--- src/rtl/pkt_hdr_gen_if.sv ---
// pkt_hdr_gen_if: header-generator bus.
// The master drives start and the header fields. The slave returns the nibble stream
// (d_out, strobe, valid) and its status (busy, done, frame_len).
interface pkt_hdr_gen_if;
  logic        start;
  logic [47:0] Dstmac;
  logic [47:0] Srcmac;
  logic        vlan;
  logic [15:0] vlan_tci;
  logic [15:0] Ethproto;
  logic [7:0]  Ipproto;
  logic [31:0] srcip4;
  logic [31:0] dstip4;
  logic [15:0] Srcport;
  logic [15:0] Dstport;
  logic [15:0] icmp;
  logic [3:0]  d_out;
  logic        strobe;
  logic        valid;
  logic        busy;
  logic        done;
  logic [5:0]  frame_len;
  modport master (
    output start, Dstmac, Srcmac, vlan, vlan_tci, Ethproto, Ipproto, srcip4, dstip4,
           Srcport, Dstport, icmp,
    input  d_out, strobe, valid, busy, done, frame_len
  );
  modport slave (
    input  start, Dstmac, Srcmac, vlan, vlan_tci, Ethproto, Ipproto, srcip4, dstip4,
           Srcport, Dstport, icmp,
    output d_out, strobe, valid, busy, done, frame_len
  );
endinterface

--- src/rtl/pkt_hdr_gen.sv ---
// pkt_hdr_gen: latches header fields on start, computes the IPv4 checksum and
// serialises an Ethernet/VLAN/IPv4/L4 header as a nibble stream.
// Ports:
//   clk   - clock
//   reset - asynchronous, active-high reset
//   bus   - pkt_hdr_gen_if.slave: the field inputs plus start; the outputs
//           d_out, strobe, valid, busy, done and frame_len
module pkt_hdr_gen #(
  parameter logic [7:0] TTL = 8'd64,
  parameter int         IFG = 2
) (
  input logic          clk,
  input logic          reset,
  pkt_hdr_gen_if.slave bus
);
  typedef enum logic [1:0] {IDLE, CSUM, SEND, GAP} state_t;
  state_t r_state;
  logic [335:0] r_sh;
  logic [15:0]  r_sum;
  logic [3:0]   r_idx;
  logic [6:0]   r_cnt;
  logic [7:0]   r_gap;
  logic         r_vlan;
  logic [5:0]   r_len;
  logic [3:0]   r_d_out;
  logic         r_strobe, r_valid, r_busy, r_done;
  logic         w_ipf;
  logic [5:0]   w_l4len, w_len;
  logic [31:0]  w_l4;
  logic [159:0] w_ip, w_iph, w_iph_sh;
  logic [335:0] w_hdr, w_ins;
  logic [7:0]   w_shift;
  logic [15:0]  w_word, w_fold;
  logic [16:0]  w_s17;
  logic [6:0]   w_last;
  always_comb begin
    w_ipf    = bus.Ethproto == 16'h0800;
    w_l4len  = (bus.Ipproto == 8'h06 || bus.Ipproto == 8'h11) ? 6'd4 : bus.Ipproto == 8'h01 ? 6'd2 : 6'd0;
    w_len    = 6'd14 + (bus.vlan ? 6'd4 : 6'd0) + (w_ipf ? 6'd20 + w_l4len : 6'd0);
    w_l4     = (bus.Ipproto == 8'h06 || bus.Ipproto == 8'h11) ? {bus.Srcport, bus.Dstport} :
               bus.Ipproto == 8'h01 ? {bus.icmp, 16'd0} : 32'd0;
    w_ip     = {16'h4500, 10'd0, 6'd20 + w_l4len, 32'd0, TTL, bus.Ipproto, 16'd0, bus.srcip4, bus.dstip4};
    // Header is left-aligned; bytes beyond frame_len are never shifted out.
    w_hdr    = bus.vlan ? {bus.Dstmac, bus.Srcmac, 16'h8100, bus.vlan_tci, bus.Ethproto, w_ip, w_l4} :
                          {bus.Dstmac, bus.Srcmac, bus.Ethproto, w_ip, w_l4, 32'd0};
    // During CSUM the IPv4 header already sits in the shift register with a zero checksum.
    w_iph    = r_vlan ? r_sh[191:32] : r_sh[223:64];
    w_shift  = 8'd16 * (8'd9 - {4'd0, r_idx});
    w_iph_sh = w_iph >> w_shift;
    w_word   = w_iph_sh[15:0];
    w_s17    = {1'b0, r_sum} + {1'b0, w_word};
    w_fold   = w_s17[15:0] + {15'd0, w_s17[16]};
    w_ins    = r_vlan ? {r_sh[335:112], ~w_fold, r_sh[95:0]} : {r_sh[335:144], ~w_fold, r_sh[127:0]};
    w_last   = {r_len, 1'b0} - 7'd1;
  end
  always_ff @(posedge clk or posedge reset) begin
    if (reset) begin
      r_state  <= IDLE;
      r_sh     <= '0;
      r_sum    <= '0;
      r_idx    <= '0;
      r_cnt    <= '0;
      r_gap    <= '0;
      r_vlan   <= 1'b0;
      r_len    <= '0;
      r_d_out  <= '0;
      r_strobe <= 1'b0;
      r_valid  <= 1'b0;
      r_busy   <= 1'b0;
      r_done   <= 1'b0;
    end else begin
      case (r_state)
        IDLE: begin
          r_done <= 1'b0;
          if (bus.start) begin
            r_vlan <= bus.vlan;
            r_len  <= w_len;
            r_sum  <= '0;
            r_idx  <= '0;
            r_cnt  <= '0;
            r_busy <= 1'b1;
            if (w_ipf) begin
              r_sh    <= w_hdr;
              r_state <= CSUM;
            end else begin
              r_sh     <= w_hdr << 4;
              r_d_out  <= w_hdr[335:332];
              r_strobe <= 1'b1;
              r_valid  <= 1'b1;
              r_state  <= SEND;
            end
          end
        end
        CSUM: begin
          r_sum <= w_fold;
          r_idx <= r_idx + 4'd1;
          if (r_idx == 4'd9) begin
            r_sh     <= w_ins << 4;
            r_d_out  <= w_ins[335:332];
            r_strobe <= 1'b1;
            r_valid  <= 1'b1;
            r_state  <= SEND;
          end
        end
        SEND: begin
          r_strobe <= 1'b0;
          if (r_cnt == w_last) begin
            r_d_out <= '0;
            r_valid <= 1'b0;
            r_done  <= 1'b1;
            r_gap   <= '0;
            r_busy  <= IFG != 0;
            r_state <= (IFG == 0) ? IDLE : GAP;
          end else begin
            r_d_out <= r_sh[335:332];
            r_sh    <= r_sh << 4;
            r_cnt   <= r_cnt + 7'd1;
          end
        end
        GAP: begin
          r_done <= 1'b0;
          if (r_gap == 8'(IFG - 1)) begin
            r_busy  <= 1'b0;
            r_state <= IDLE;
          end else begin
            r_gap <= r_gap + 8'd1;
          end
        end
        default: r_state <= IDLE;
      endcase
    end
  end
  assign bus.d_out     = r_d_out;
  assign bus.strobe    = r_strobe;
  assign bus.valid     = r_valid;
  assign bus.busy      = r_busy;
  assign bus.done      = r_done;
  assign bus.frame_len = r_len;
endmodule

--- src/flat_wrapper.sv ---
// flat-port wrapper written by rule: the top's interface ports become plain ports
module pkt_hdr_gen_flat 
#(
  parameter logic [7:0] TTL = 8'd64,
  parameter int         IFG = 2
)
  (clk, reset, bus_start, bus_Dstmac, bus_Srcmac, bus_vlan, bus_vlan_tci, bus_Ethproto, bus_Ipproto, bus_srcip4, bus_dstip4, bus_Srcport, bus_Dstport, bus_icmp, bus_d_out, bus_strobe, bus_valid, bus_busy, bus_done, bus_frame_len);
  pkt_hdr_gen_if bus_i ();
  input logic clk;
  input logic reset;
  input wire logic [$bits(bus_i.start)-1:0] bus_start;
  input wire logic [$bits(bus_i.Dstmac)-1:0] bus_Dstmac;
  input wire logic [$bits(bus_i.Srcmac)-1:0] bus_Srcmac;
  input wire logic [$bits(bus_i.vlan)-1:0] bus_vlan;
  input wire logic [$bits(bus_i.vlan_tci)-1:0] bus_vlan_tci;
  input wire logic [$bits(bus_i.Ethproto)-1:0] bus_Ethproto;
  input wire logic [$bits(bus_i.Ipproto)-1:0] bus_Ipproto;
  input wire logic [$bits(bus_i.srcip4)-1:0] bus_srcip4;
  input wire logic [$bits(bus_i.dstip4)-1:0] bus_dstip4;
  input wire logic [$bits(bus_i.Srcport)-1:0] bus_Srcport;
  input wire logic [$bits(bus_i.Dstport)-1:0] bus_Dstport;
  input wire logic [$bits(bus_i.icmp)-1:0] bus_icmp;
  output wire logic [$bits(bus_i.d_out)-1:0] bus_d_out;
  output wire logic [$bits(bus_i.strobe)-1:0] bus_strobe;
  output wire logic [$bits(bus_i.valid)-1:0] bus_valid;
  output wire logic [$bits(bus_i.busy)-1:0] bus_busy;
  output wire logic [$bits(bus_i.done)-1:0] bus_done;
  output wire logic [$bits(bus_i.frame_len)-1:0] bus_frame_len;
  assign bus_i.start = bus_start;
  assign bus_i.Dstmac = bus_Dstmac;
  assign bus_i.Srcmac = bus_Srcmac;
  assign bus_i.vlan = bus_vlan;
  assign bus_i.vlan_tci = bus_vlan_tci;
  assign bus_i.Ethproto = bus_Ethproto;
  assign bus_i.Ipproto = bus_Ipproto;
  assign bus_i.srcip4 = bus_srcip4;
  assign bus_i.dstip4 = bus_dstip4;
  assign bus_i.Srcport = bus_Srcport;
  assign bus_i.Dstport = bus_Dstport;
  assign bus_i.icmp = bus_icmp;
  assign bus_d_out = bus_i.d_out;
  assign bus_strobe = bus_i.strobe;
  assign bus_valid = bus_i.valid;
  assign bus_busy = bus_i.busy;
  assign bus_done = bus_i.done;
  assign bus_frame_len = bus_i.frame_len;
  pkt_hdr_gen #(.TTL(TTL), .IFG(IFG)) u_core (.clk(clk), .reset(reset), .bus(bus_i));
endmodule
--- config.mk ---
export PLATFORM = sky130hd
export DESIGN_NAME = pkt_hdr_gen_flat
export DESIGN_NICKNAME = d
export VERILOG_FILES = /design/src/rtl/pkt_hdr_gen_if.sv /design/src/rtl/pkt_hdr_gen.sv /design/src/flat_wrapper.sv
export SDC_FILE = /design/constraint.sdc
export NUM_CORES = 1
export LEC_CHECK = 0
export CORE_MARGIN = 5
export CORE_UTILIZATION = 30
export CTS_CLUSTER_SIZE = 12
export DETAILED_ROUTE_END_ITERATION = 8
export PLACE_DENSITY = 0.54
export SLEW_MARGIN = 20
export SYNTH_ARGS = -nofsm -noshare
export SYNTH_HDL_FRONTEND = slang
export SYNTH_SLANG_ARGS = --single-unit
--- constraint.sdc ---
create_clock -name clk -period 15.2 [get_ports clk]
set_input_delay 3.04 -clock clk [delete_from_list [all_inputs] [get_ports clk]]
set_output_delay 3.04 -clock clk [all_outputs]
set_load 0.05 [all_outputs]
==> results of run 1 <==
==> worst paths after layout <==
kind                            depth (start not counted)                              end                  startpoint  slack [ns]
max in group asynchronous                               4  u_core.bus.d_out[0]$_DFFE_PP0P_                       reset        9.98
worst min-delay path                                    2       u_core.r_sh[1]$_DFFE_PP0P_  u_core.r_sh[1]$_DFFE_PP0P_        0.47
worst min register to register                          2       u_core.r_sh[1]$_DFFE_PP0P_  u_core.r_sh[1]$_DFFE_PP0P_        0.47
worst max-delay path                                   26     u_core.r_sh[110]$_DFFE_PP0P_   u_core.r_vlan$_DFFE_PP0P_        8.12
min in group asynchronous                               2     u_core.r_sh[253]$_DFFE_PP0P_                       reset        2.93
worst max register to register                         26     u_core.r_sh[110]$_DFFE_PP0P_   u_core.r_vlan$_DFFE_PP0P_        8.12
==> through the flow <==
step	std cells	utilization, %	cell area [sq um]	hold slack (ns)
2_1_floorplan	3057	-	25000	0.439
3_3_place_gp	4188	34.2	28400	0.450
3_5_place_dp	4188	34.2	28400	0.460
4_1_cts	4274	36.0	30000	0.474
5_1_grt	4274	36.0	30000	0.514
6_report	4277	36.1	30000	0.472
==> Yosys cell counts (5+ instances only) <==
cell	n	area [sq um]
a21boi_0	5	37.5
a21o_1	9	67.6
a21oi_1	526	2630
a221oi_1	37	324
a222oi_1	11	110
a22o_1	15	131
a22oi_1	72	541
a31oi_1	16	100
a32oi_1	39	342
and2_1	5	31.3
and3_1	6	37.5
and4_1	5	43.8
buf_1	23	86.3
buf_2	43	215
clkbuf_1	192	721
dfrtp_1	387	9680
ha_1	32	400
inv_1	23	86.3
mux2_2	21	236
mux2i_1	151	1510
mux4_2	54	1220
nand2_1	572	2150
nand2b_1	5	31.3
nand3_1	79	395
nand4_1	11	68.8
nor2_1	364	1370
nor3_1	11	55.1
nor4_1	7	43.8
o211ai_1	9	67.6
o21a_1	13	97.6
o21ai_0	156	781
o21bai_1	6	45.0
o22ai_1	16	100
o311ai_0	8	70.1
o31ai_1	7	52.6
xnor2_1	17	149
xor2_1	21	184
==> logic make-up (layout without fill, tap and decap cells) <==
| family | Yosys count | after routing | share of synthesized area [%] |
|---|---|---|---|
| AO/OA/AOI/OAI | 993 | 993 | 23.9 |
| flip-flops | 387 | 387 | 38.7 |
| other | 1 | 4 | 0.0150 |
| XOR/XNOR | 39 | 39 | 1.40 |
| buffers and inverters | 287 | 424 | 4.60 |
| AND/OR/NAND/NOR | 1091 | 1091 | 17.8 |
| multiplexers | 226 | 226 | 11.8 |
| adder cells (fa/ha/maj) | 33 | 33 | 1.68 |
==> flip-flops by register name, indices dropped and copies added (netlist names) <==
name and flops:
u_core.bus.busy 1, u_core.bus.d_out 4, u_core.bus.done 1, u_core.bus.frame_len 5
u_core.bus.strobe 1, u_core.bus.valid 1, u_core.r_cnt 7, u_core.r_gap 8
u_core.r_idx 4, u_core.r_sh 336, u_core.r_state 2, u_core.r_sum 16
u_core.r_vlan 1
==> tightest hold or removal path, cell delays in order, from the launching register on <==
cell and delay [ns]:
dfrtp_1 0.34, nand2_1 0.05, nand2_1 0.05
==> metal layers <==
metal	vias up	global-route usage, %	routed length [microns]
met5	-	0	98
met1	11800	31.3	44600
met3	197	4.54	8790
met2	1152	33.8	45500
li1	11200	-	-
met4	14	8.37	4420
==> power by group <==
group | total (mW) | switching (mW) | internal [mW]
Sequential | 1.03 | 0 | 1.03
Clock | 1.16 | 0.491 | 0.666
Combinational | 0.163 | 0.0891 | 0.0735
==> cell type report <==
class / count / area (sq um) / area share [%]
multi-input combinational: 2383 / 14300 / 47.6
inverter: 25 / 101 / 0.338
tap: 1080 / 1350 / 4.51
clock buffer: 68 / 1340 / 4.46
antenna: 3 / 7.51 / 0.0250
sequential: 387 / 9690 / 32.3
clock inverter: 18 / 209 / 0.697
timing repair buffer: 313 / 3020 / 10.1
==> flow_summary.ini, run 1 <==
[sta]
finalHoldViolCount = 0
max_slew_margin_pct = 18.1
fin_crit_ns = 7.08
finalCritPeriodShare_pct = 46.6
rsz0062_at_grt = false
worst_pin_slew_ns = 1.23
fmax_mhz = 141
setup_violations = 0
setup_slack_ns = 8.12
finClkSkew_ns = 0.0360
tns_ns = 0
drv_slew = 0

[routing]
first_pass_iters = 6
drc = 0
via_per_inst = 5.69
vias = 24300
ant_nets = 0
drt-initial-drc-count = 2864
routed_wl_mm = 103
wl_per_cell_microns = 24.2

[layout]
syn2layout_area_growth_pct = 19.8
final_common_cell = nand2_1
nFillCells = 8568
layout.nets = 3443
drive_above_1_share_pct = 7.67
mostFrequentLayoutCells = 572 x nand2_1, 525 x a21oi_1, 384 x dfrtp_1

[logic_synthesis]
ys.warnings.count = 0
syn_area_sq_mm = 0.0250
ys_types = 90
synth_edf_count = 0
async_flop_share_pct = 100
synth_seq_cells = 387
ys_seq_area_share_pct = 38.7
syn_area_per_cell_sq_um = 8.18
synthFlopType = dfrtp_1
syn_nets = 3342
syn_inst = 3057

[setup_path]
worstPathRequired_ns = 15.70
critPathTopFamily = compound AO/OA/AOI/OAI gates
startpoint_type = flip-flop
path_max_fanout = 63
cp_slowest_cell = dfrtp_4
crit_buf_inv = 3
end_kind = flip-flop
max_stage_delay_ns = 0.82
crit_type = reg2reg
cp.arrival_ns = 7.58

[clock_network]
cts_sinks = 387
root_buffer = clkbuf_16
insertion_delay_ns = 0.62
clk_pin_slew_ns = 0.06
clock_path_buffers = 3
holdBufCountCts = 0
postCtsSetupBuffers = 0
htree_levels = 2
cts_resized = 0
tritoncts = yes
cts_made_buffers = 48

[floorplan]
die_x_microns = 299
ios = 266
dieArea_sq_mm = 0.0893
die_h_microns = 299
fp.coreArea_sq_mm = 0.0832
initial_core_util_pct = 30.1
num_rows = 106

[power_and_ir_drop]
p_total_mw = 2.35
power.density_mw_per_mm2 = 78.4
p_leak_nw = 12.8
ir_drop_mv = 0.0629

[placement]
numPortBuffers = 264
globalplace.congestion = 0.935
dp_hpwl_mm = 72.9
dpl_worst_slack_ns = 8.20

[global_routing]
antenna_found_initial = 12
grt_pass1_vias = 23300
grt_pass1_wl_mm = 155
grt_usage_pct = 22.2
grt_max_degree = 187
grt_overflow_total = 0

[outcome]
status = finished, final reports clean

[worst_hold_path]
hold_class = reg2reg

[run]
max-cap-violations = 0
Power figures use the tool's default switching activity.
==> inputs of run 2 (changes only) <==
==> constraint.sdc (replaced) <==
create_clock -name clk -period 7.01 [get_ports clk]
set_input_delay 1.402 -clock clk [delete_from_list [all_inputs] [get_ports clk]]
set_output_delay 1.402 -clock clk [all_outputs]
set_load 0.05 [all_outputs]
==> flow_summary.ini, run 2 (synthesis gave the netlist of run 1 again) <==
[placement]
numPortBuffers = 264
placed_cell_area_sq_mm = 0.0285
post-place-cells = 4189
dp_hpwl_mm = 76.0
globalplace.congestion = 0.935

[power_and_ir_drop]
swShare_pct = 24.3
pwr-share-seq_pct = 42.5
combPwrFrac_pct = 6.8
ir_drop_mv = 0.143
p_int_mw = 3.99
clkPwrFrac_pct = 50.8
p_leak_nw = 12.8
power.density_mw_per_mm2 = 174
p_switching_mw = 1.28

[worst_hold_path]
hold_class = reg2reg

[sta]
drv_slew = 0
whs_ns = 0.472
max_slew_margin_pct = 28.2
rsz0062_at_grt = false
fmax_mhz = 161
finalHoldViolCount = 0
fin_crit_ns = 6.21
setup_violations = 0
worst_pin_slew_ns = 1.08
finClkSkew_ns = 0.0187
tns_ns = 0
finalCritPeriodShare_pct = 88.6

[setup_path]
path_max_fanout = 109
cp_slowest_cell = dfrtp_4
crit_type = reg2reg
cp.arrival_ns = 6.72
r2r_setup_slack_ns = 0.80
max_stage_delay_ns = 0.62
path_common_cell = ha_1
startpoint_type = flip-flop
worstPathRequired_ns = 7.52
crit_chain = buf_12 > nor2_1 > o21bai_1 > mux4_2 > mux2i_1 > a22o_1 > ha_1 > a211o_1 > a21oi_1 > o21ai_1 > a41o_1 > a21o_1 > a21o_1 > ha_1 > ha_1 > and2b_1 > and4_1 > o211ai_1 > or2_1 > nand4b_4 > xor2_1 > a221oi_1 > o21ai_0
end_kind = flip-flop

[floorplan]
die_x_microns = 299
initial_core_util_pct = 30.1
fp.coreArea_sq_mm = 0.0832
ios = 266
die_h_microns = 299
num_rows = 106
dieArea_sq_mm = 0.0893

[routing]
drc = 0
vias = 24400
drt-initial-drc-count = 2862
wl_per_cell_microns = 24.9
ant_nets = 0
first_pass_iters = 7
routed_wl_mm = 107
via_per_inst = 5.69

[global_routing]
grt_overflow_total = 0
antenna_found_initial = 9
grt_usage_pct = 22.9
grt_max_degree = 191
grt_pass1_wl_mm = 158
grt_pass1_vias = 23400

[clock_network]
cts_made_buffers = 48
cts_sinks = 387
clock_path_buffers = 3
root_buffer = clkbuf_16
holdBufCountCts = 0
cts_resized = 0
htree_levels = 2
insertion_delay_ns = 0.60
clk_pin_slew_ns = 0.06
postCtsSetupBuffers = 0
tritoncts = yes

[layout]
drive_above_1_share_pct = 7.88
final_common_cell = nand2_1
syn2layout_area_growth_pct = 20.7
utilization_pct = 36.3
mostFrequentLayoutCells = 572 x nand2_1, 525 x a21oi_1, 384 x dfrtp_1
top_regs = u_core.r_sh (336), u_core.r_sum (16), u_core.r_gap (8)
largest_reg_flops = 336
layout.nets = 3444
final_cell_area_sq_mm = 0.0302
largest-register = u_core.r_sh
instances_no_fill = 4283

[run]
max-cap-violations = 0

[outcome]
status = finished, final reports clean
run 2: through the flow:
step	total power, mW	setup slack, ns
3_3_place_gp	2.63	0.974
4_1_cts	5.31	0.891
3_5_place_dp	2.63	0.912
5_1_grt	5.42	0.398
2_1_floorplan	2.38	0.337
6_report	5.26	0.801
run 2: area by class of cell:
cell class	instances	area, sq um
Fill cell	8660	53000
Multi-Input combinational cell	2383	14300
Sequential cell	387	9690
Timing Repair Buffer	314	3130
Clock buffer	69	1380
Tap cell	1080	1350
Clock inverter	19	272
Inverter	25	97.6
Antenna cell	6	15.0
run 2: power groups by stage:
stage	sequential (mW)	combinational (mW)	clock [mW]
floorplan	2.28	0.108	0
global placement	2.27	0.357	0
detailed placement	2.27	0.356	0
CTS	2.23	0.358	2.71
global route	2.23	0.383	2.80
finish	2.23	0.357	2.67
run 2: path summary, 6_finish.rpt:
check / startpoint / end / depth (start not counted)
max: u_core.r_vlan$_DFFE_PP0P_ / u_core.r_sh[110]$_DFFE_PP0P_ / 23
min reg2reg: u_core.r_sh[1]$_DFFE_PP0P_ / u_core.r_sh[1]$_DFFE_PP0P_ / 2
min: u_core.r_sh[1]$_DFFE_PP0P_ / u_core.r_sh[1]$_DFFE_PP0P_ / 2
min in group asynchronous: reset / u_core.r_sh[239]$_DFFE_PP0P_ / 2
max in group asynchronous: reset / u_core.r_vlan$_DFFE_PP0P_ / 3
max reg2reg: u_core.r_vlan$_DFFE_PP0P_ / u_core.r_sh[110]$_DFFE_PP0P_ / 23
run 2: critical path, delay by kind of cell (launching register included):
family / cells / cell delay, ns
AND/OR/NAND/NOR: 5 / 0.83
buffers and inverters: 1 / 0.53
adder cells (fa/ha/maj): 3 / 0.80
flip-flops: 1 / 0.62
AO/OA/AOI/OAI: 11 / 2.19
multiplexers: 2 / 0.70
XOR/XNOR: 1 / 0.31
run 2: routing by layer:
metal,GRT usage (%),routed length (microns),vias up
met5,0,61,-
met4,7.02,3640,8
met3,4.74,8560,165
met2,36.0,48200,999
met1,32.0,46100,12100
li1,-,-,11200
